--- config.mk ---
export PLATFORM = sky130hd
export DESIGN_NAME = cpu_ula_mc_flat
export DESIGN_NICKNAME = d
export VERILOG_FILES = /design/src/rtl/cpu_ula_pkg.sv /design/src/rtl/cpu_ula_mc_if.sv /design/src/rtl/cpu_ula_mul.sv /design/src/rtl/cpu_ula_mc.sv /design/src/flat_wrapper.sv
export SDC_FILE = /design/constraint.sdc
export NUM_CORES = 1
export LEC_CHECK = 0
export ABC_CLOCK_PERIOD_IN_PS = 6400
export CELL_PAD_IN_SITES_DETAIL_PLACEMENT = 1
export CELL_PAD_IN_SITES_GLOBAL_PLACEMENT = 1
export CORE_ASPECT_RATIO = 1.25
export CORE_UTILIZATION = 30
export DETAILED_ROUTE_END_ITERATION = 8
export PLACE_DENSITY_LB_ADDON = 0.1
export SYNTH_ARGS = -nofsm -noshare
export SYNTH_HDL_FRONTEND = slang
export SYNTH_SLANG_ARGS = --single-unit
export TNS_END_PERCENT = 5
--- constraint.sdc ---
create_clock -name clk -period 6.4 [get_ports clk]
set_input_delay 0.64 -clock clk [delete_from_list [all_inputs] [get_ports clk]]
set_output_delay 0.64 -clock clk [all_outputs]
set_load 0.03 [all_outputs]
--- src/rtl/cpu_ula_pkg.sv ---
// Shared definitions for the multi-cycle ALU: opcodes, FSM states, legality check.
// Latency: none (types, constants and pure functions only).
// Backpressure: not applicable.
package cpu_ula_pkg;

  localparam logic [2:0] OP_ADD  = 3'b001;
  localparam logic [2:0] OP_ADDI = 3'b010;
  localparam logic [2:0] OP_SUB  = 3'b011;
  localparam logic [2:0] OP_SUBI = 3'b100;
  localparam logic [2:0] OP_MUL  = 3'b101;

  typedef enum logic [1:0] {
    S_IDLE   = 2'd0,
    S_CALC   = 2'd1,
    S_MUL    = 2'd2,
    S_FINISH = 2'd3
  } state_t;

  // True for the five opcodes the ALU executes; everything else is reported as illegal.
  function automatic logic op_legal(input logic [2:0] op);
    return (op == OP_ADD) || (op == OP_ADDI) || (op == OP_SUB) ||
           (op == OP_SUBI) || (op == OP_MUL);
  endfunction

endpackage

--- src/rtl/cpu_ula_mc_if.sv ---
// Request/response bundle between the control unit and the multi-cycle ALU.
// Latency: wires only.
// Backpressure: requester must wait for done; start outside IDLE is dropped by the ALU.
interface cpu_ula_mc_if #(
  parameter int WIDTH = 16
);
  logic             start;
  logic [2:0]       op_code;
  logic [WIDTH-1:0] src1;
  logic [WIDTH-1:0] src2;
  logic             busy;
  logic             done;
  logic [WIDTH-1:0] op_result;
  logic             zero;
  logic             carry;
  logic             illegal;

  modport master (
    output start, op_code, src1, src2,
    input  busy, done, op_result, zero, carry, illegal
  );

  modport slave (
    input  start, op_code, src1, src2,
    output busy, done, op_result, zero, carry, illegal
  );
endinterface

--- src/rtl/cpu_ula_mul.sv ---
// Iterative shift-add multiplier, one multiplier bit per cycle, 2*WIDTH-bit product.
// Latency: start sampled at edge 0, product valid and done pulsed after edge WIDTH.
// Backpressure: none; a new start restarts the multiply, caller must wait for done.
module cpu_ula_mul #(
  parameter int WIDTH = 16
) (
  input  logic               clk,
  input  logic               rst_n,
  input  logic               start,
  input  logic [WIDTH-1:0]   a,
  input  logic [WIDTH-1:0]   b,
  output logic               done,
  output logic [2*WIDTH-1:0] product
);

  localparam int CW = $clog2(WIDTH + 1);

  logic [2*WIDTH-1:0] acc;
  logic [2*WIDTH-1:0] mcand;
  logic [WIDTH-1:0]   mplier;
  logic [CW-1:0]      cnt;
  logic               running;

  // Shift-add iteration: add the shifted multiplicand when the current multiplier bit is set.
  always_ff @(posedge clk or negedge rst_n) begin
    if (!rst_n) begin
      acc     <= '0;
      mcand   <= '0;
      mplier  <= '0;
      cnt     <= '0;
      running <= 1'b0;
      done    <= 1'b0;
    end else begin
      done <= 1'b0;
      if (start) begin
        acc     <= '0;
        mcand   <= {{WIDTH{1'b0}}, a};
        mplier  <= b;
        cnt     <= '0;
        running <= 1'b1;
      end else if (running) begin
        if (mplier[0]) begin
          acc <= acc + mcand;
        end
        mcand  <= mcand << 1;
        mplier <= mplier >> 1;
        cnt    <= cnt + 1'b1;
        if (cnt == CW'(WIDTH - 1)) begin
          running <= 1'b0;
          done    <= 1'b1;
        end
      end
    end
  end

  assign product = acc;

endmodule

--- src/rtl/cpu_ula_mc.sv ---
// Multi-cycle ALU: ADD/ADDI/SUB/SUBI in a CALC step, MUL through the iterative multiplier.
// Latency: done after edge 2 (ALU), edge WIDTH+2 (MUL), edge 1 (illegal opcode).
// Backpressure: start accepted only in IDLE; requests while busy are dropped, not queued.
module cpu_ula_mc
  import cpu_ula_pkg::*;
#(
  parameter int WIDTH = 16,
  parameter int IMM_W = 7
) (
  input  logic         clk,
  input  logic         rst_n,
  cpu_ula_mc_if.slave  bus
);

  state_t             state;
  state_t             state_nxt;
  logic               accept;
  logic               legal;
  logic               mul_start;
  logic               mul_done;
  logic [2*WIDTH-1:0] mul_prod;

  logic [2:0]         op_q;
  logic [WIDTH-1:0]   a_q;
  logic [WIDTH-1:0]   b_q;

  logic [WIDTH-1:0]   mag;
  logic               imm_sign;
  logic               is_sub;
  logic [WIDTH-1:0]   opb;
  logic [WIDTH:0]     ext;

  logic [WIDTH-1:0]   res_q;
  logic               zero_q;
  logic               carry_q;
  logic               illegal_q;
  logic               done_q;

  assign accept = (state == S_IDLE) && bus.start;
  assign legal  = op_legal(bus.op_code);

  // State register.
  always_ff @(posedge clk or negedge rst_n) begin
    if (!rst_n) begin
      state <= S_IDLE;
    end else begin
      state <= state_nxt;
    end
  end

  // Next-state decode; the multiplier is kicked off on the accepting edge with the live operands.
  always_comb begin
    state_nxt = state;
    mul_start = 1'b0;
    case (state)
      S_IDLE: begin
        if (bus.start) begin
          if (!legal) begin
            state_nxt = S_FINISH;
          end else if (bus.op_code == OP_MUL) begin
            state_nxt = S_MUL;
            mul_start = 1'b1;
          end else begin
            state_nxt = S_CALC;
          end
        end
      end
      S_CALC:   state_nxt = S_FINISH;
      S_MUL:    if (mul_done) state_nxt = S_FINISH;
      S_FINISH: state_nxt = S_IDLE;
      default:  state_nxt = S_IDLE;
    endcase
  end

  // Add/subtract path; the immediate is sign-magnitude, so its sign flips add vs subtract.
  always_comb begin
    mag      = {{(WIDTH-IMM_W+1){1'b0}}, b_q[IMM_W-2:0]};
    imm_sign = b_q[IMM_W-1];
    is_sub   = 1'b0;
    opb      = b_q;
    case (op_q)
      OP_SUB:  is_sub = 1'b1;
      OP_ADDI: begin
        is_sub = imm_sign;
        opb    = mag;
      end
      OP_SUBI: begin
        is_sub = !imm_sign;
        opb    = mag;
      end
      default: is_sub = 1'b0;
    endcase
    // The extra top bit is the carry-out for adds and the borrow for subtracts.
    ext = is_sub ? ({1'b0, a_q} - {1'b0, opb}) : ({1'b0, a_q} + {1'b0, opb});
  end

  cpu_ula_mul #(.WIDTH(WIDTH)) u_mul (
    .clk     (clk),
    .rst_n   (rst_n),
    .start   (mul_start),
    .a       (bus.src1),
    .b       (bus.src2),
    .done    (mul_done),
    .product (mul_prod)
  );

  // Operand latch, result/flag registers and the registered done pulse.
  always_ff @(posedge clk or negedge rst_n) begin
    if (!rst_n) begin
      op_q      <= '0;
      a_q       <= '0;
      b_q       <= '0;
      res_q     <= '0;
      zero_q    <= 1'b0;
      carry_q   <= 1'b0;
      illegal_q <= 1'b0;
      done_q    <= 1'b0;
    end else begin
      done_q <= (state == S_FINISH);
      if (accept) begin
        if (legal) begin
          op_q      <= bus.op_code;
          a_q       <= bus.src1;
          b_q       <= bus.src2;
          illegal_q <= 1'b0;
        end else begin
          illegal_q <= 1'b1;
        end
      end
      if (state == S_CALC) begin
        res_q   <= ext[WIDTH-1:0];
        carry_q <= ext[WIDTH];
        zero_q  <= (ext[WIDTH-1:0] == '0);
      end else if ((state == S_MUL) && mul_done) begin
        res_q   <= mul_prod[WIDTH-1:0];
        carry_q <= |mul_prod[2*WIDTH-1:WIDTH];
        zero_q  <= (mul_prod[WIDTH-1:0] == '0);
      end
    end
  end

  assign bus.busy      = (state != S_IDLE);
  assign bus.done      = done_q;
  assign bus.op_result = res_q;
  assign bus.zero      = zero_q;
  assign bus.carry     = carry_q;
  assign bus.illegal   = illegal_q;

endmodule
--- src/flat_wrapper.sv ---
// flat-port wrapper written by rule: the top's interface ports become plain ports
module cpu_ula_mc_flat import cpu_ula_pkg::*;
#(
  parameter int WIDTH = 16,
  parameter int IMM_W = 7
)
  (clk, rst_n, bus_start, bus_op_code, bus_src1, bus_src2, bus_busy, bus_done, bus_op_result, bus_zero, bus_carry, bus_illegal);
  cpu_ula_mc_if #(.WIDTH(WIDTH)) bus_i ();
  input  logic clk;
  input  logic rst_n;
  input wire logic [$bits(bus_i.start)-1:0] bus_start;
  input wire logic [$bits(bus_i.op_code)-1:0] bus_op_code;
  input wire logic [$bits(bus_i.src1)-1:0] bus_src1;
  input wire logic [$bits(bus_i.src2)-1:0] bus_src2;
  output wire logic [$bits(bus_i.busy)-1:0] bus_busy;
  output wire logic [$bits(bus_i.done)-1:0] bus_done;
  output wire logic [$bits(bus_i.op_result)-1:0] bus_op_result;
  output wire logic [$bits(bus_i.zero)-1:0] bus_zero;
  output wire logic [$bits(bus_i.carry)-1:0] bus_carry;
  output wire logic [$bits(bus_i.illegal)-1:0] bus_illegal;
  assign bus_i.start = bus_start;
  assign bus_i.op_code = bus_op_code;
  assign bus_i.src1 = bus_src1;
  assign bus_i.src2 = bus_src2;
  assign bus_busy = bus_i.busy;
  assign bus_done = bus_i.done;
  assign bus_op_result = bus_i.op_result;
  assign bus_zero = bus_i.zero;
  assign bus_carry = bus_i.carry;
  assign bus_illegal = bus_i.illegal;
  cpu_ula_mc #(.WIDTH(WIDTH), .IMM_W(IMM_W)) u_core (.clk(clk), .rst_n(rst_n), .bus(bus_i));
endmodule
Word-level counts from Yosys, hierarchy flattened
Index checks and enable logic that the tools add are counted.
{"block": "classes", "n_addsub": 4, "n_mux": 34, "reduce_logical": 19, "n_eq_ne": 14}
{"operator": "two-way mux 32 bit", "n": 5}
{"operator": "two-way mux 16 bit", "n": 5}
{"operator": "adder 32 bit", "n": 1}
{"operator": "zero test 16 bit", "n": 2}
{"operator": "adder 16 x 16 -> 17 bit", "n": 1}
{"operator": "two-way mux 17 bit", "n": 1}
{"operator": "subtractor 16 x 16 -> 17 bit", "n": 1}
{"operator": "OR reduction 16 bit", "n": 1}
{"operator": "two-way mux 1 bit", "n": 15}
{"operator": "== test 3 x 2 -> 1 bit, second input constant", "n": 4}
{"operator": "two-way mux 5 bit", "n": 2}
{"operator": "== test 3 bit, second input constant", "n": 3}
{"operator": "two-way mux 2 bit", "n": 4}
{"operator": "one-hot mux 2 bit (4 select lines)", "n": 1}
{"operator": "nonzero test 2 bit", "n": 4}
{"operator": "AND reduction 2 bit", "n": 3}
{"operator": "adder 5 x 1 -> 5 bit, second input constant", "n": 1}
{"operator": "== test 5 x 4 -> 1 bit, second input constant", "n": 1}
{"operator": "== test 2 bit, second input constant", "n": 2}
{"operator": "logical OR 1 bit", "n": 4}
{"operator": "!= test 2 bit, second input constant", "n": 2}
{"operator": "== test 3 x 1 -> 1 bit, second input constant", "n": 1}
{"operator": "one-hot mux 1 bit (3 select lines)", "n": 1}
{"operator": "== test 2 x 1 -> 1 bit, second input constant", "n": 1}
{"operator": "other kinds (4)", "n": 5}
{"block": "word_totals", "wordCells": 86, "register_bits": 144, "inputBits": 38}

Logic depth before layout (Yosys ltp)
Gate-level depths: netlist (run 1).
{"block": "logic_depth", "depth_word": 10, "mapped_depth": 17, "ltp_nobuf": 17}

By module
Synthesis (run 1) repeated with hierarchy kept, for this count alone.
{"block": "unflattened", "cells_unflattened": 968, "hier_area_um2": 9023.7}
{"module": "cpu_ula_mul", "instances": 1, "seq_area_each_um2": 2177.1, "area_per_inst_um2": 5278.8, "cells_each": 570}
{"module": "cpu_ula_mc", "instances": 1, "seq_area_each_um2": 1426.4, "area_per_inst_um2": 3744.8, "cells_each": 398}

Least setup slack after synthesis (run 1)
No wires, ideal clock.
{"block": "synth_timing", "path_kind": "flip-flop to flip-flop", "startpoint": "reg u_core.op_q[2]", "endpoint": "reg u_core.zero_q, in the netlist u_core.bus.zero", "arrival_ps": 3195, "stages_incl_launch_ff": 16, "slack_ps": 3076, "synth_period_minus_slack_ps": 3324, "n_path_buf": 0, "required_time_ps": 6272, "setup_ps": 128, "cell_sequence": "dfrtp_1 -> nand2b_1 -> a21oi_1 -> nor2_1 -> o21ai_0 -> xnor2_1 -> ha_1 -> a21o_1 -> a21o_1 -> a21oi_1 -> o31ai_1 -> a31o_2 -> a2111oi_0 -> nor3b_1 -> nand3_1 -> o31ai_1"}
{"block": "synth_via", "elab_chain_cells": 7, "elab_cells_between_ends": 11, "cone_classes": "2 x add/sub; 3 x eq/ne; 4 x mux; 2 x reduce/logical"}
{"element": "start, declared", "line": "cpu_ula_mc.sv:23", "text": "logic [2:0] op_q;"}
{"element": "start signal, assigned", "line": "cpu_ula_mc.sv:122", "text": "op_q <= bus.op_code;"}
{"element": "== test 3 x 2 -> 1 bit or == test 3 bit (tied branches)", "line": "cpu_ula_mc.sv:81", "text": "case (op_q)"}
{"element": "OR reduction 2 bit (no source line)"}
{"element": "two-way mux 16 bit", "line": "cpu_ula_mc.sv:81"}
{"element": "adder 16 x 16 -> 17 bit or subtractor 16 x 16 -> 17 bit (tied branches)", "line": "cpu_ula_mc.sv:94", "text": "ext = is_sub ? ({1'b0, a_q} - {1'b0, opb}) : ({1'b0, a_q} + {1'b0, opb});"}
{"element": "two-way mux 17 bit *", "line": "cpu_ula_mc.sv:94"}
{"element": "zero test 16 bit *", "line": "cpu_ula_mc.sv:133", "text": "zero_q <= (ext[WIDTH-1:0] == '0);"}
{"element": "two-way mux 1 bit *", "line": "cpu_ula_mc.sv:130", "text": "if (state == S_CALC) begin"}
{"element": "end signal, assigned", "line": "cpu_ula_mc.sv:133"}
{"element": "end signal, assigned", "line": "cpu_ula_mc.sv:137", "text": "zero_q <= (mul_prod[WIDTH-1:0] == '0);"}
{"element": "end, declared", "line": "cpu_ula_mc.sv:34", "text": "logic zero_q;"}
Every way passes the cells marked *; elsewhere a longest branch is shown, timed or not.
A chain may end at the register's enable or synchronous reset.

Final worst setup path (run 1)
{"block": "layout_timing", "startpoint": "reg u_core.b_q[6]", "endpoint": "reg u_core.zero_q, in the netlist u_core.bus.zero"}
{"block": "layout_via", "elab_chain_cells": 5, "elab_cells_between_ends": 8, "cone_classes": "2 x add/sub; 4 x mux; 2 x reduce/logical"}
{"element": "start, declared", "line": "cpu_ula_mc.sv:25", "text": "logic [WIDTH-1:0] b_q;"}
{"element": "start signal, assigned", "line": "cpu_ula_mc.sv:124", "text": "b_q <= bus.src2;"}
{"element": "two-way mux 16 bit or zero test 1 bit (tied branches)", "line": "cpu_ula_mc.sv:81, cpu_ula_mc.sv:88"}
{"element": "adder 16 x 16 -> 17 bit (tied with other cells)", "line": "cpu_ula_mc.sv:94"}
{"element": "two-way mux 17 bit *", "line": "cpu_ula_mc.sv:94"}
{"element": "zero test 16 bit *", "line": "cpu_ula_mc.sv:133"}
{"element": "two-way mux 1 bit *", "line": "cpu_ula_mc.sv:130"}
Marks and branches as above.

==> results of run 1 <==
## report_power, final
part           internal, mW  switching [mW]  total (mW)
clock network         0.551           0.429       0.980
logic                  1.50            2.01        3.50
registers              1.28           0.380        1.66
total                  3.33            2.82        6.15
## layer usage
| layer | global-route usage [%] | wire, µm | share of wire, % | up-vias |
|---|---|---|---|---|
| met5 | 0 | 0 | 0 | - |
| met4 | 4.69 | 328 | 1.3 | 0 |
| met3 | 2.44 | 390 | 1.5 | 19 |
| met2 | 33.3 | 13700 | 52 | 54 |
| met1 | 23.4 | 11800 | 45 | 3571 |
| li1 | - | - | - | 3443 |
## layout by cell type, fill, tap and decap left out, types with 12 or more instances in the layout
| cell type | count |
|---|---|
| dfrtp_1 | 143 |
| nand2_1 | 116 |
| o21ai_0 | 83 |
| a21oi_1 | 77 |
| nor2_1 | 67 |
| mux2i_1 | 60 |
| clkdlybuf4s50_1 | 57 |
| ha_1 | 55 |
| xnor2_1 | 32 |
| mux2_2 | 32 |
| inv_1 | 24 |
| a21o_1 | 22 |
| nand3_1 | 18 |
| clkbuf_16 | 17 |
| and3_1 | 15 |
| xor2_1 | 14 |
| a211oi_1 | 14 |
| nor4_1 | 12 |
## worst paths after layout
check                                     endpoint  slack (ps)
max                                u_core.bus.zero        2370
min                         u_core.u_mul.mcand[31]         280
max reg2reg                        u_core.bus.zero        2370
min reg2reg                     u_core.bus.illegal         500
max in group asynchronous  u_core.u_mul.product[9]        4750
min in group clk                u_core.bus.illegal         500
## metrics by stage
stage / cells / area (µm²) / setup slack [ps] / hold WS (ps)
after detailed placement: 1353 / 9780 / 2380 / 489
after CTS: 1385 / 10400 / 2330 / 353
after global routing: 1385 / 10400 / 1960 / 398
after floorplan: 937 / 8780 / 3080 / 344
final: 1385 / 10400 / 2370 / 279
after global placement: 1353 / 9780 / 2500 / 485
## cell families (layout without fill, tap and decap cells)
kind of cell             count (synthesis)  in the layout  share of synthesized area (%)
AND/OR/NAND/NOR                        283            283                           14.9
flip-flops                             144            144                           41.1
adder cells (fa/ha/maj)                 57             57                           8.30
multiplexers                            92             92                           10.9
buffers and inverters                   63            121                           2.71
AO/OA/AOI/OAI                          252            252                           17.5
XOR/XNOR                                46             46                           4.59
## final cells by class
| class | instances | area [µm²] | area share, % |
|---|---|---|---|
| tap | 390 | 488 | 4.71 |
| multi-input combinational | 730 | 4950 | 47.9 |
| clock inverter | 14 | 130 | 1.26 |
| sequential | 144 | 3600 | 34.8 |
| clock buffer | 18 | 439 | 4.24 |
| inverter | 24 | 90.1 | 0.870 |
| timing repair buffer | 65 | 647 | 6.25 |
## registers in the layout, indices dropped and copies added (netlist names), 2 cells and up
name / count
u_core.u_mul.mcand: 32
u_core.u_mul.product: 32
u_core.a_q: 16
u_core.b_q: 16
u_core.bus.op_result: 16
u_core.u_mul.mplier: 16
u_core.u_mul.cnt: 5
u_core.op_q: 3
u_core.state: 2
==> summary.md, run 1 <==
| Metric | Value |
|---|---|
| Initial antenna violation count | 0 |
| R2R cell count | 15 |
| Total Wirelength | approximately 26000 µm |
| CP max stage delay | 600 ps |
| Final Cycle Share | 62.9% |
| FP Rows | 69 |
| Top cells by area, synth | dfrtp_1 (41%), ha_1 (7.8%), mux2i_1 (6.8%), nand2_1 (5.0%), o21ai_0 (4.7%) |
| Number of synthesized flops with an enable pin | 0 |
| Final setup violation count | 0 |
| I/O Buffers | 58 |
| Clock buffer depth | 2 |
| Max stage delay cell, worst path | o22ai_1 |
| Post-DP HPWL | 19200 µm |
| WP depth | 15 |
| RSZ-0062 raised after global routing | no |
| Data arrival time of the worst path | 4370 ps |
| Cell family with most CP delay | compound AO/OA/AOI/OAI gates |
| DIE WIDTH | 155 µm |
| R2r startpoint | u_core.b_q[6] |
| Crit path cell chain | nor2_1, nand2_1, o22ai_1, a21oi_1, xnor2_1, ha_1, o21ai_0, a21oi_1, o41ai_2, o31ai_1, a31o_2, a2111oi_0, nor3b_1, nand3_1, o31ai_1 |
| Chip height | 193 µm |
| Rel. slew slack | between 20% and 30% |
| Slew Limit Fails | 0 |
| Clk sink count | about 140 |
| Synth Flop Type | dfrtp_1 |
| Fin nets | roughly 1100 |
| Area growth from synthesis to layout | 18.0% |
| Worst min path class | in -> async |
| Status | finished clean |
| Resize count post-CTS | 0 |
| Drc violations | 0 |
| CP Max Fanout | 9 |
| Root buffer cell | clkbuf_16 |
| Power per cell area | 594 mW/mm² |
| Leakage | 4.76 nW |
| Startpoint types | flop |
| WL per Instance | 18.9 µm |
| Routed Antenna Nets | 0 |
| Commonest cells in the netlist | dfrtp_1 (144), nand2_1 (116), o21ai_0 (83) |
| Crit path time final | 4030 ps |
| Number of DRC markers in iteration 0 | between 200 and 250 |
| Max cap viols | 0 |
| Distinct cell type count after synthesis | 62 |
| Most frequent cell after synthesis | dfrtp_1 |
| H-tree Lvls | 4 |
| IO Pins | 59 |
| Setup crit end kind | flop |
| Layout cells sized above 1 | 8.94% |
| Core Region | 0.0286 mm² |
| Worst Skew | ~11 ps |
| Seq/Total Area, Yosys | about two fifths |
| Mapped Cells | 937 |
| Fin Setup TNS | 0 ps |
| Area fraction of the dominant cell type after synthesis | 41.1% |
| Worst skew pair latency | ~430 ps |
| Post-layout util | between 30% and 40% |
| RePlAce Congestion | 0.777 |
| Fmax | about 250 MHz |
| Total GRT Usage | 18.6% |
| Diodes inserted | 0 |
| First-pass GRT wire length | 43300 µm |
| Hold_buf cts | 0 |
| DR vias | 7087 |
| Tightest Pin Transition | between 1000 and 1500 ps |
| Syn_nets | 1032 |
| CP required | approximately 6700 ps |
| CTS tree | built |
| Cts bufs inserted | 17 |
| Final hold viol count | 0 |
| Async SR Flop Fraction | 100% |
| VDD IR max | 245 µV |
| Post-CTS Setup Bufs | 0 |
| Die area | 0.0299 mm² |
| WS Path Type | reg -> reg |
| Ys Warns | 0 |
| Power Total | 6.15 mW |
| Syn Std Cell Area | approximately 0.009 mm² |
| Yosys top cell by area | dfrtp_1 |
| Pin count of the biggest net entering global routing | between 90 and 100 |
| Drt pass-1 iters | 4 |
| Vias per cell | slightly above 5 |
| Initial Util | 30.7% |
| Filler Cell Count | about 3300 |
| Clock transition at path regs | 70 ps |
| Worst Setup SP | u_core.b_q[6] |
| GRT Residual Overflow | 0 |
| FF+latch count, synth | about 140 |
| Vias in the first global route | 7693 |
| Syn Area/Cell | about 9.4 µm² |
| Buf+Inv Stages, Crit Path | 0 |
(Power assumes the default switching activity.)
==> run 2: changes to the inputs <==
--- a/config.mk
+++ b/config.mk
@@ -5,7 +5,7 @@
 export SDC_FILE = /design/constraint.sdc
 export NUM_CORES = 1
 export LEC_CHECK = 0
-export ABC_CLOCK_PERIOD_IN_PS = 6400
+export ABC_CLOCK_PERIOD_IN_PS = 3530
 export CELL_PAD_IN_SITES_DETAIL_PLACEMENT = 1
 export CELL_PAD_IN_SITES_GLOBAL_PLACEMENT = 1
 export CORE_ASPECT_RATIO = 1.25
==> constraint.sdc (replaced) <==
create_clock -name clk -period 3.53 [get_ports clk]
set_input_delay 0.353 -clock clk [delete_from_list [all_inputs] [get_ports clk]]
set_output_delay 0.353 -clock clk [all_outputs]
set_load 0.03 [all_outputs]
==> run 2 against run 1 <==
Against the previous run:
- critical path depth is 2 higher
- routed wire length increased by 2.8%
- global-route usage up 0.30 points
- cell count up 2.5%
- fmax grew 17%
- clock-buffer cell count unchanged
- power rose by 99%
- clock power up 96%
- sequential power grew 82%
- largest power group unchanged
- highest routed layer unchanged
==> summary.md, run 2 (synthesis results as in run 1) <==
| Metric | Value |
|---|---|
| Routed Antenna Nets | 0 (unchanged) |
| Tightest Pin Transition | 714 ps (was 1060 ps) |
| Layout cells sized above 1 | 13.8% (was 8.94%) |
| Final hold viol count | 0 (unchanged) |
| IO Pins | 59 (unchanged) |
| Core Region | 0.0286 mm² (unchanged) |
| VDD IR max | 648 µV (was 245 µV) |
| Most frequent cells in the layout | dfrtp_1 (143), nand2_1 (116), o21ai_0 (79) (was dfrtp_1 (143), nand2_1 (116), o21ai_0 (83)) |
| Total GRT Usage | 18.9% (was 18.6%) |
| Clock buffer depth | 2 (unchanged) |
| Max Used Layer | met4 (unchanged) |
| FP Rows | 69 (unchanged) |
| Post-layout util | 37.8% (was 36.2%) |
| Max cap viols | 0 (unchanged) |
| Post-placement cell area | 0.0100 mm² (was 0.00978 mm²) |
| H-tree Lvls | 4 (unchanged) |
| Final Cycle Share | 97.7% (was 62.9%) |
| Diodes inserted | 0 (unchanged) |
| Initial antenna violation count | 0 (unchanged) |
| RSZ-0062 raised after global routing | yes (was no) |
| Crit path time final | 3450 ps (was 4030 ps) |
| Fmax | 290 MHz (was 248 MHz) |
| Clk sink count | 144 (unchanged) |
| Routed length on met3 | 649 µm (was 390 µm) |
| Final setup violation count | 0 (unchanged) |
| Power share of the clock group | 15.7% (was 15.9%) |
| Hold Slack | 495 ps (was 279 ps) |
| CTS tree | built (unchanged) |
| Pin count of the biggest net entering global routing | 71 (was 94) |
| WS Path Type | reg -> reg (unchanged) |
| Worst Skew | 11.8 ps (was 10.7 ps) |
| Setup crit end kind | flop (unchanged) |
| Fin Setup TNS | 0 ps (unchanged) |
| Root buffer cell | clkbuf_16 (unchanged) |
| R2r setup slk | 80 ps (was 2370 ps) |
| R2r startpoint | u_core.op_q[0] (was u_core.b_q[6]) |
| Startpoint types | flop (unchanged) |
| Power Total | 12.3 mW (was 6.15 mW) |
| RR Endpoint | u_core.bus.zero (unchanged) |
| Max stage delay cell, worst path | dfrtp_1 (was o22ai_1) |
| WL per Instance | 19.0 µm (was 18.9 µm) |
| Status | finished clean (unchanged) |
| Total Wirelength | 27000 µm (was 26200 µm) |
| Die area | 0.0299 mm² (unchanged) |
| Post-route cell area | 0.0108 mm² (was 0.0104 mm²) |
| P_sw | 5.51 mW (was 2.82 mW) |
| DR vias | 7140 (was 7087) |
| Post-DP HPWL | 19900 µm (was 19200 µm) |
| Slew Limit Fails | 0 (unchanged) |
| Fin nets | 1111 (was 1077) |
| Rel. slew slack | 52.4% (was 28.9%) |
| Initial Util | 30.7% (unchanged) |
| Drt pass-1 iters | 4 (unchanged) |
| Vias in the first global route | 7764 (was 7693) |
| Drc violations | 0 (unchanged) |
| I/O Buffers | 58 (unchanged) |
| CP required | 3870 ps (was 6740 ps) |
| Sw frac | 45.0% (was 45.8%) |
| Worst skew pair latency | 440 ps (was 430 ps) |
| R2R cell count | 17 (was 15) |
| Power per cell area | 1140 mW/mm² (was 594 mW/mm²) |
| Cts bufs inserted | 17 (unchanged) |
| Metal-1 WL | 11900 µm (was 11800 µm) |
| First-pass GRT wire length | 43800 µm (was 43300 µm) |
| Most common cell after layout, fill and taps aside | dfrtp_1 (unchanged) |
| End of the critical path | u_core.bus.zero (unchanged) |
| Worst Setup SP | u_core.op_q[0] (was u_core.b_q[6]) |
| CP max stage delay | 400 ps (was 600 ps) |
| Data arrival time of the worst path | 3790 ps (was 4370 ps) |
| Internal | 6.74 mW (was 3.33 mW) |
| Leakage | 4.97 nW (was 4.76 nW) |
| Chip height | 193 µm (unchanged) |
| Comb pwr share | 59.7% (was 57.0%) |
| Reg power frac | 24.6% (was 27.1%) |
| Clock transition at path regs | 60 ps (was 70 ps) |
| DIE WIDTH | 155 µm (unchanged) |
| CP Max Fanout | 6 (was 9) |
| Vias per cell | 5.03 (was 5.12) |
| Area growth from synthesis to layout | 23.0% (was 18.0%) |
| Crit path cell chain | nor2_2, nand2_1, o22a_2, buf_4, o21ai_0, buf_4, xnor2_1, ha_1, a21o_1, a21o_1, a21oi_2, o31ai_4, a31o_4, mux2i_1, o21ai_0, nand3_1, o31ai_1 (was nor2_1, nand2_1, o22ai_1, a21oi_1, xnor2_1, ha_1, o21ai_0, a21oi_1, o41ai_2, o31ai_1, a31o_2, a2111oi_0, nor3b_1, nand3_1, o31ai_1) |
| Worst min path class | reg -> reg (was in -> async) |
| GRT Residual Overflow | 0 (unchanged) |
| Metal2 WL | 14200 µm (was 13700 µm) |
| RePlAce Congestion | 0.819 (was 0.777) |
| Number of DRC markers in iteration 0 | 234 (was 232) |
==> run 2: worst min-delay path by stage <==
| stage | from | endpoint | slack [ps] | cells after the start |
|---|---|---|---|---|
| floorplan | rst_n | u_core.a_q[0] | 60 | 0 |
| global placement | rst_n | u_core.u_mul.mcand[25] | 450 | 1 |
| detailed placement | rst_n | u_core.u_mul.mcand[24] | 440 | 1 |
| CTS | bus_src2[14] | u_core.u_mul.mplier[14] | 490 | 3 |
| global route | u_core.a_q[15] | u_core.a_q[15] | 530 | 1 |
| finish | u_core.bus.illegal | u_core.bus.illegal | 490 | 2 |
==> run 2: worst max-delay path: cells and delay by family (launching register included) <==
| kind | cells | cell delay (ps) |
|---|---|---|
| AO/OA/AOI/OAI | 9 | 1720 |
| XOR/XNOR | 1 | 130 |
| adder cells (fa/ha/maj) | 1 | 270 |
| buffers and inverters | 2 | 330 |
| flip-flops | 1 | 400 |
| multiplexers | 1 | 130 |
| AND/OR/NAND/NOR | 3 | 390 |
==> run 2: area by class of cell <==
| class | count | area [µm²] |
|---|---|---|
| clock inverter | 14 | 179 |
| multi-input combinational | 730 | 5090 |
| inverter | 24 | 90.1 |
| clock buffer | 18 | 439 |
| sequential | 144 | 3600 |
| tap | 390 | 488 |
| fill | 3267 | 17800 |
| timing repair buffer | 99 | 905 |
==> run 2: power by group through the flow <==
stage	clock network [mW]	logic (mW)	registers, mW
6_report	1.92	7.32	3.02
5_1_grt	2.04	8.16	3.12
4_1_cts	1.98	6.97	3.02
3_5_place_dp	0	6.88	3.05
3_3_place_gp	0	6.79	3.04
2_1_floorplan	0	4.64	2.97
==> run 2: metrics by stage <==
stage | setup slack [ps] | instances
finish | 80.0 | 1419
global route | -84.4 | 1419
CTS | 5.16 | 1418
detailed placement | -50.6 | 1385
global placement | 35.7 | 1385
floorplan | 206 | 937
==> run 2: timing repair <==
action | in CTS | in global routing
pin swaps | 0 | 5
gates resized for setup | 4 | 28
endpoints found under the hold margin | 67 | 0
endpoints found under the setup margin | 2 | 6
hold buffers | 1 | 0
setup buffers | 0 | 1
==> run 2: per-layer routing <==
metal	track usage, %	vias to the layer above
met5	0	-
met4	4.73	0
li1	-	3521
met3	2.73	21
met1	23.5	3532
met2	34.1	66
==> RTL edit 1 (config.mk and constraints of run 2) <==
`WIDTH` is set to 16 in 4 places; all go to 32.
--- a/src/rtl/cpu_ula_mc_if.sv
+++ b/src/rtl/cpu_ula_mc_if.sv
@@ -2,7 +2,7 @@
 // Latency: wires only.
 // Backpressure: requester must wait for done; start outside IDLE is dropped by the ALU.
 interface cpu_ula_mc_if #(
-  parameter int WIDTH = 16
+  parameter int WIDTH = 32
 );
   logic             start;
   logic [2:0]       op_code;
--- a/src/rtl/cpu_ula_mul.sv
+++ b/src/rtl/cpu_ula_mul.sv
@@ -2,7 +2,7 @@
 // Latency: start sampled at edge 0, product valid and done pulsed after edge WIDTH.
 // Backpressure: none; a new start restarts the multiply, caller must wait for done.
 module cpu_ula_mul #(
-  parameter int WIDTH = 16
+  parameter int WIDTH = 32
 ) (
   input  logic               clk,
   input  logic               rst_n,
--- a/src/rtl/cpu_ula_mc.sv
+++ b/src/rtl/cpu_ula_mc.sv
@@ -4,7 +4,7 @@
 module cpu_ula_mc
   import cpu_ula_pkg::*;
 #(
-  parameter int WIDTH = 16,
+  parameter int WIDTH = 32,
   parameter int IMM_W = 7
 ) (
   input  logic         clk,
--- a/src/flat_wrapper.sv
+++ b/src/flat_wrapper.sv
@@ -1,7 +1,7 @@
 // flat-port wrapper written by rule: the top's interface ports become plain ports
 module cpu_ula_mc_flat import cpu_ula_pkg::*;
 #(
-  parameter int WIDTH = 16,
+  parameter int WIDTH = 32,
   parameter int IMM_W = 7
 )
   (clk, rst_n, bus_start, bus_op_code, bus_src1, bus_src2, bus_busy, bus_done, bus_op_result, bus_zero, bus_carry, bus_illegal);
Ports: changed (resized bus_op_result, bus_src1 and bus_src2); port bits go from 59 to 107. The function was not compared with the original's and may differ.
==> RTL edit 1 against run 2 <==
The run now ends with setup timing left. Worst setup slack got worse by 620 ps. Via count up 120%. Synthesized cell count up 110%. Die area rose by 99%. First-iteration DRC count grew to 2.9 times the old value. Synthesized area up 100%. Sequential cell count rose by 129. Design area grew 120%. Routed wire length grew 150%. Largest cell class unchanged. Highest routed layer unchanged.
Power is not shown: default switching activity piles up to over one toggle a cycle in this logic, so the estimate is an artifact.
==> RTL edit 1: results (changes against run 2) <==
xor/xnor share of the synthesized area 4.73% (+0.14 points); post-synthesis compound-gate area fraction 19.6% (+2.1 points); ClkCell Share 4.92% (-0.81 points); FILL cells 6,582 (+100%); CP Max Fanout 4 (-2); synthesis-to-layout area growth 32.2%; HP Start bus_src1[8]; WHS Path Cells 3 (+1); largest net degree at the start of global routing 90 (+27%); CLK BUF 51 (+33); final WL 66.4 mm (+150%); Setup TNS Final -5290 ps (-5290 ps); CTS max path bufs 3 (+1); post-synthesis mux area share 11.0% (+0.050 points); GP Congestion 0.881 (+7.7%); post-detail-place hpwl 51.5 mm (+160%); total CTS buffers 35 (+18); synth top area cells dfrtp_1 (39%), ha_1 (7.3%), mux2i_1 (6.8%), nand2_1 (6.0%), a21oi_1 (5.2%); Seq area share 29.4% (-4.0 points); reg2reg start u_core.b_q[3]; # setup viols final 16 (+16); commonest cells in the netlist nand2_1 (279), dfrtp_1 (273), a21oi_1 (184); failing checks setup timing; FF-to-FF path depth 20 (+3); status finished with violations; sequential fraction of the synthesis area 38.9% (-2.2 points); Layout Skew 23.7 ps (+11.9 ps); Hold Path Class primary input to register; worst hold path endpoint u_core.u_mul.mcand[8]; # placed instances 2,994 (+120%); fin cells 3,068 (+120%); Final WS setup -539 ps (-619 ps); Worst-Skew Late Latency 560 ps (+120 ps); Initial DRC Count 684 (+190%); Top delay family on crit path simple AND/OR/NAND/NOR gates; port buffer count 106 (+83%)
-- RTL edit 1: metal layers --
layer,global-route usage [%],wire [microns],vias up,part of all wire (%)
li1,-,-,7752,-
met3,2.69,1540,107,2.3
met1,27.5,28700,7987,43
met2,40.1,33600,204,51
met4,8.54,2500,0,3.8
met5,0,0,-,0
-- RTL edit 1: through the flow --
stage | worst slack, ps | hold WS (ps)
2_1_floorplan | -131 | 57.4
3_3_place_gp | -678 | 429
3_5_place_dp | -823 | 434
4_1_cts | -613 | 362
5_1_grt | -792 | 395
6_report | -539 | 388
-- RTL edit 1: timing repair --
| item | CTS | global route |
|---|---|---|
| gates resized for setup | 41 | 34 |
| endpoints found under the hold margin | 86 | 0 |
| buffers inserted | 7 | 4 |
| pin swaps | 21 | 26 |
| hold buffers | 1 | 0 |
| setup endpoints to repair | 30 | 38 |
==> RTL edit 2 (settings of run 2) <==
Made on the original files. Reset style: synchronous (`rst_n`), changed in 3 clocked blocks.
--- a/src/rtl/cpu_ula_mul.sv
+++ b/src/rtl/cpu_ula_mul.sv
@@ -22,7 +22,7 @@
   logic               running;
 
   // Shift-add iteration: add the shifted multiplicand when the current multiplier bit is set.
-  always_ff @(posedge clk or negedge rst_n) begin
+  always_ff @(posedge clk) begin
     if (!rst_n) begin
       acc     <= '0;
       mcand   <= '0;
--- a/src/rtl/cpu_ula_mc.sv
+++ b/src/rtl/cpu_ula_mc.sv
@@ -40,7 +40,7 @@
   assign legal  = op_legal(bus.op_code);
 
   // State register.
-  always_ff @(posedge clk or negedge rst_n) begin
+  always_ff @(posedge clk) begin
     if (!rst_n) begin
       state <= S_IDLE;
     end else begin
@@ -105,7 +105,7 @@
   );
 
   // Operand latch, result/flag registers and the registered done pulse.
-  always_ff @(posedge clk or negedge rst_n) begin
+  always_ff @(posedge clk) begin
     if (!rst_n) begin
       op_q      <= '0;
       a_q       <= '0;
Check against the original RTL: differs if rst_n is asserted again (counterexample within 4 cycles, from zero or initial values and one cycle with rst_n low); with rst_n held inactive, the same outputs for 10 cycles.
==> RTL edit 2 against run 2 <==
The run now ends with DRC left. Via count rose by 11%. Synthesized cell count up 13%. Synthesized area is 3.0% lower. Global-route usage up 0.99 points. Die area fell by 3.0%. Worst setup slack better by 92 ps. Sequential cell count unchanged. Utilization fell by 0.43 points. Highest routed layer unchanged. Routed wire length is 5.2% higher. Design area down 4.0%.
Power is not compared: it rests on default switching activity, and its combinational part moved more than twofold at a synthesized area within 25%.
==> RTL edit 2: results (changes against run 2) <==
worst hold path endpoint u_core.a_q[0]; Setup crit end u_core.bus.carry; fin crit period 3360 ps (-91.5 ps); vias after detailed routing 7,909 (+11%); largest net degree at the start of global routing 64 (-9.9%); met2 Resource Use GR 37.1% (+3.1 points); FILL cells 3,342 (+2.3%); Wirelength per Cell 19.1 microns (+0.54%); vias in the first global route 8,111 (+4.5%); Inverters excl. clock 22 (-8.3%); multi-input logic area 5410 sq um (+6.4%); Critical Path Slowest Stage Cell fa_1; Final Net Count 1,217 (+9.5%); Initial DRC Count 285 (+22%); fraction of layout cells with a size suffix above 1 10.5% (-3.3 points); Total GRT Usage 19.9% (+0.99 points); M1 wire length 12.4 mm (+5.0%); post-detail-place hpwl 21.6 mm (+8.5%); Async S/R FF share, synth 0% (-100 points); seq_cells 144 (unchanged); GR Util met3 2.77% (+0.040 points); first-pass GRT wire length 44.8 mm (+2.3%); reg2reg start u_core.op_q[1]; GP Congestion 0.848 (+3.5%); Clock group 0.00181 W; R2R Setup Slk 170 ps (+90 ps); synthesis-to-layout area growth 21.7%; crit path DAT 3680 ps (-110 ps); DP Area 9670 sq um (-3.6%); met3 wire len 530 microns (-18%); Max-slew headroom 36.7% (-16 points); HP Start u_core.a_q[0]; synth top area cells dfxtp_1 (34%), ha_1 (8.1%), nand2_1 (7.1%), a21oi_1 (6.2%), mux2i_1 (5.5%); FF-to-FF path depth 14 (-3); sequential fraction of the synthesis area 33.9% (-7.2 points); # resized after CTS 3 (-1); status finished with violations; commonest cells in the netlist nand2_1 (162), dfxtp_1 (144), a21oi_1 (106); Layout Skew 9.47 ps (-2.32 ps); DR DRC count 3 (+3); Non-clk bufs 105 (+6.1%); CP Max Fanout 7 (+1); signal buffers share of area 9.25% (+0.87 points); TritonRoute pass-1 iters 6 (+2); Distinct cells, synth 72 (+16%); # placed instances 1,452 (+4.8%); multi-input gate count 832 (+14%); failing checks DRC; met1 Resource Use GR 23.0% (-0.53 points); Largest stage delay, worst path 470 ps (+70 ps); ClkCell Share 5.59% (-0.13 points); Avg Inst Size Synth 8.04 sq um (-14%); Worst Hold Slack 459 ps (-35.5 ps); Met2 Wirelength 14.7 mm (+3.9%); Via-to-Cell Ratio 5.33 (+5.8%)
-- RTL edit 2: changes by cell type in the layout (fill, tap and decap cells not counted), moves of 13 or more --
cell / before / now
mux2_2: 32 / 1
nor2_1: 65 / 100
mux2i_1: 60 / 47
o21ai_0: 79 / 35
a211oi_1: 14 / 60
dfxtp_1: 0 / 142
nand2_1: 116 / 160
dfrtp_1: 143 / 0
a21oi_1: 69 / 104
-- RTL edit 2: worst register-to-register path, cell delays in order, from the launching register on --
cell	delay (ps)
dfxtp_1	330
nand2b_2	220
o32a_4	370
nor2_1	140
a21oi_2	70
fa_1	470
a211oi_2	260
o21ai_1	150
a41oi_1	280
a21oi_1	150
a21o_1	200
a21oi_1	190
nand2b_1	150
mux2i_1	190
a21oi_1	80
-- RTL edit 2: kinds of logic after synthesis --
family	after synthesis	share of synthesized area (%)
AOI/OAI and AO/OA	296	22.8
xor gates and xnor gates	44	4.53
adders and majority gates	57	8.56
buffers and inverters	82	4.00
DFF	144	33.9
muxes	48	5.66
and+or+nand+nor	387	20.6
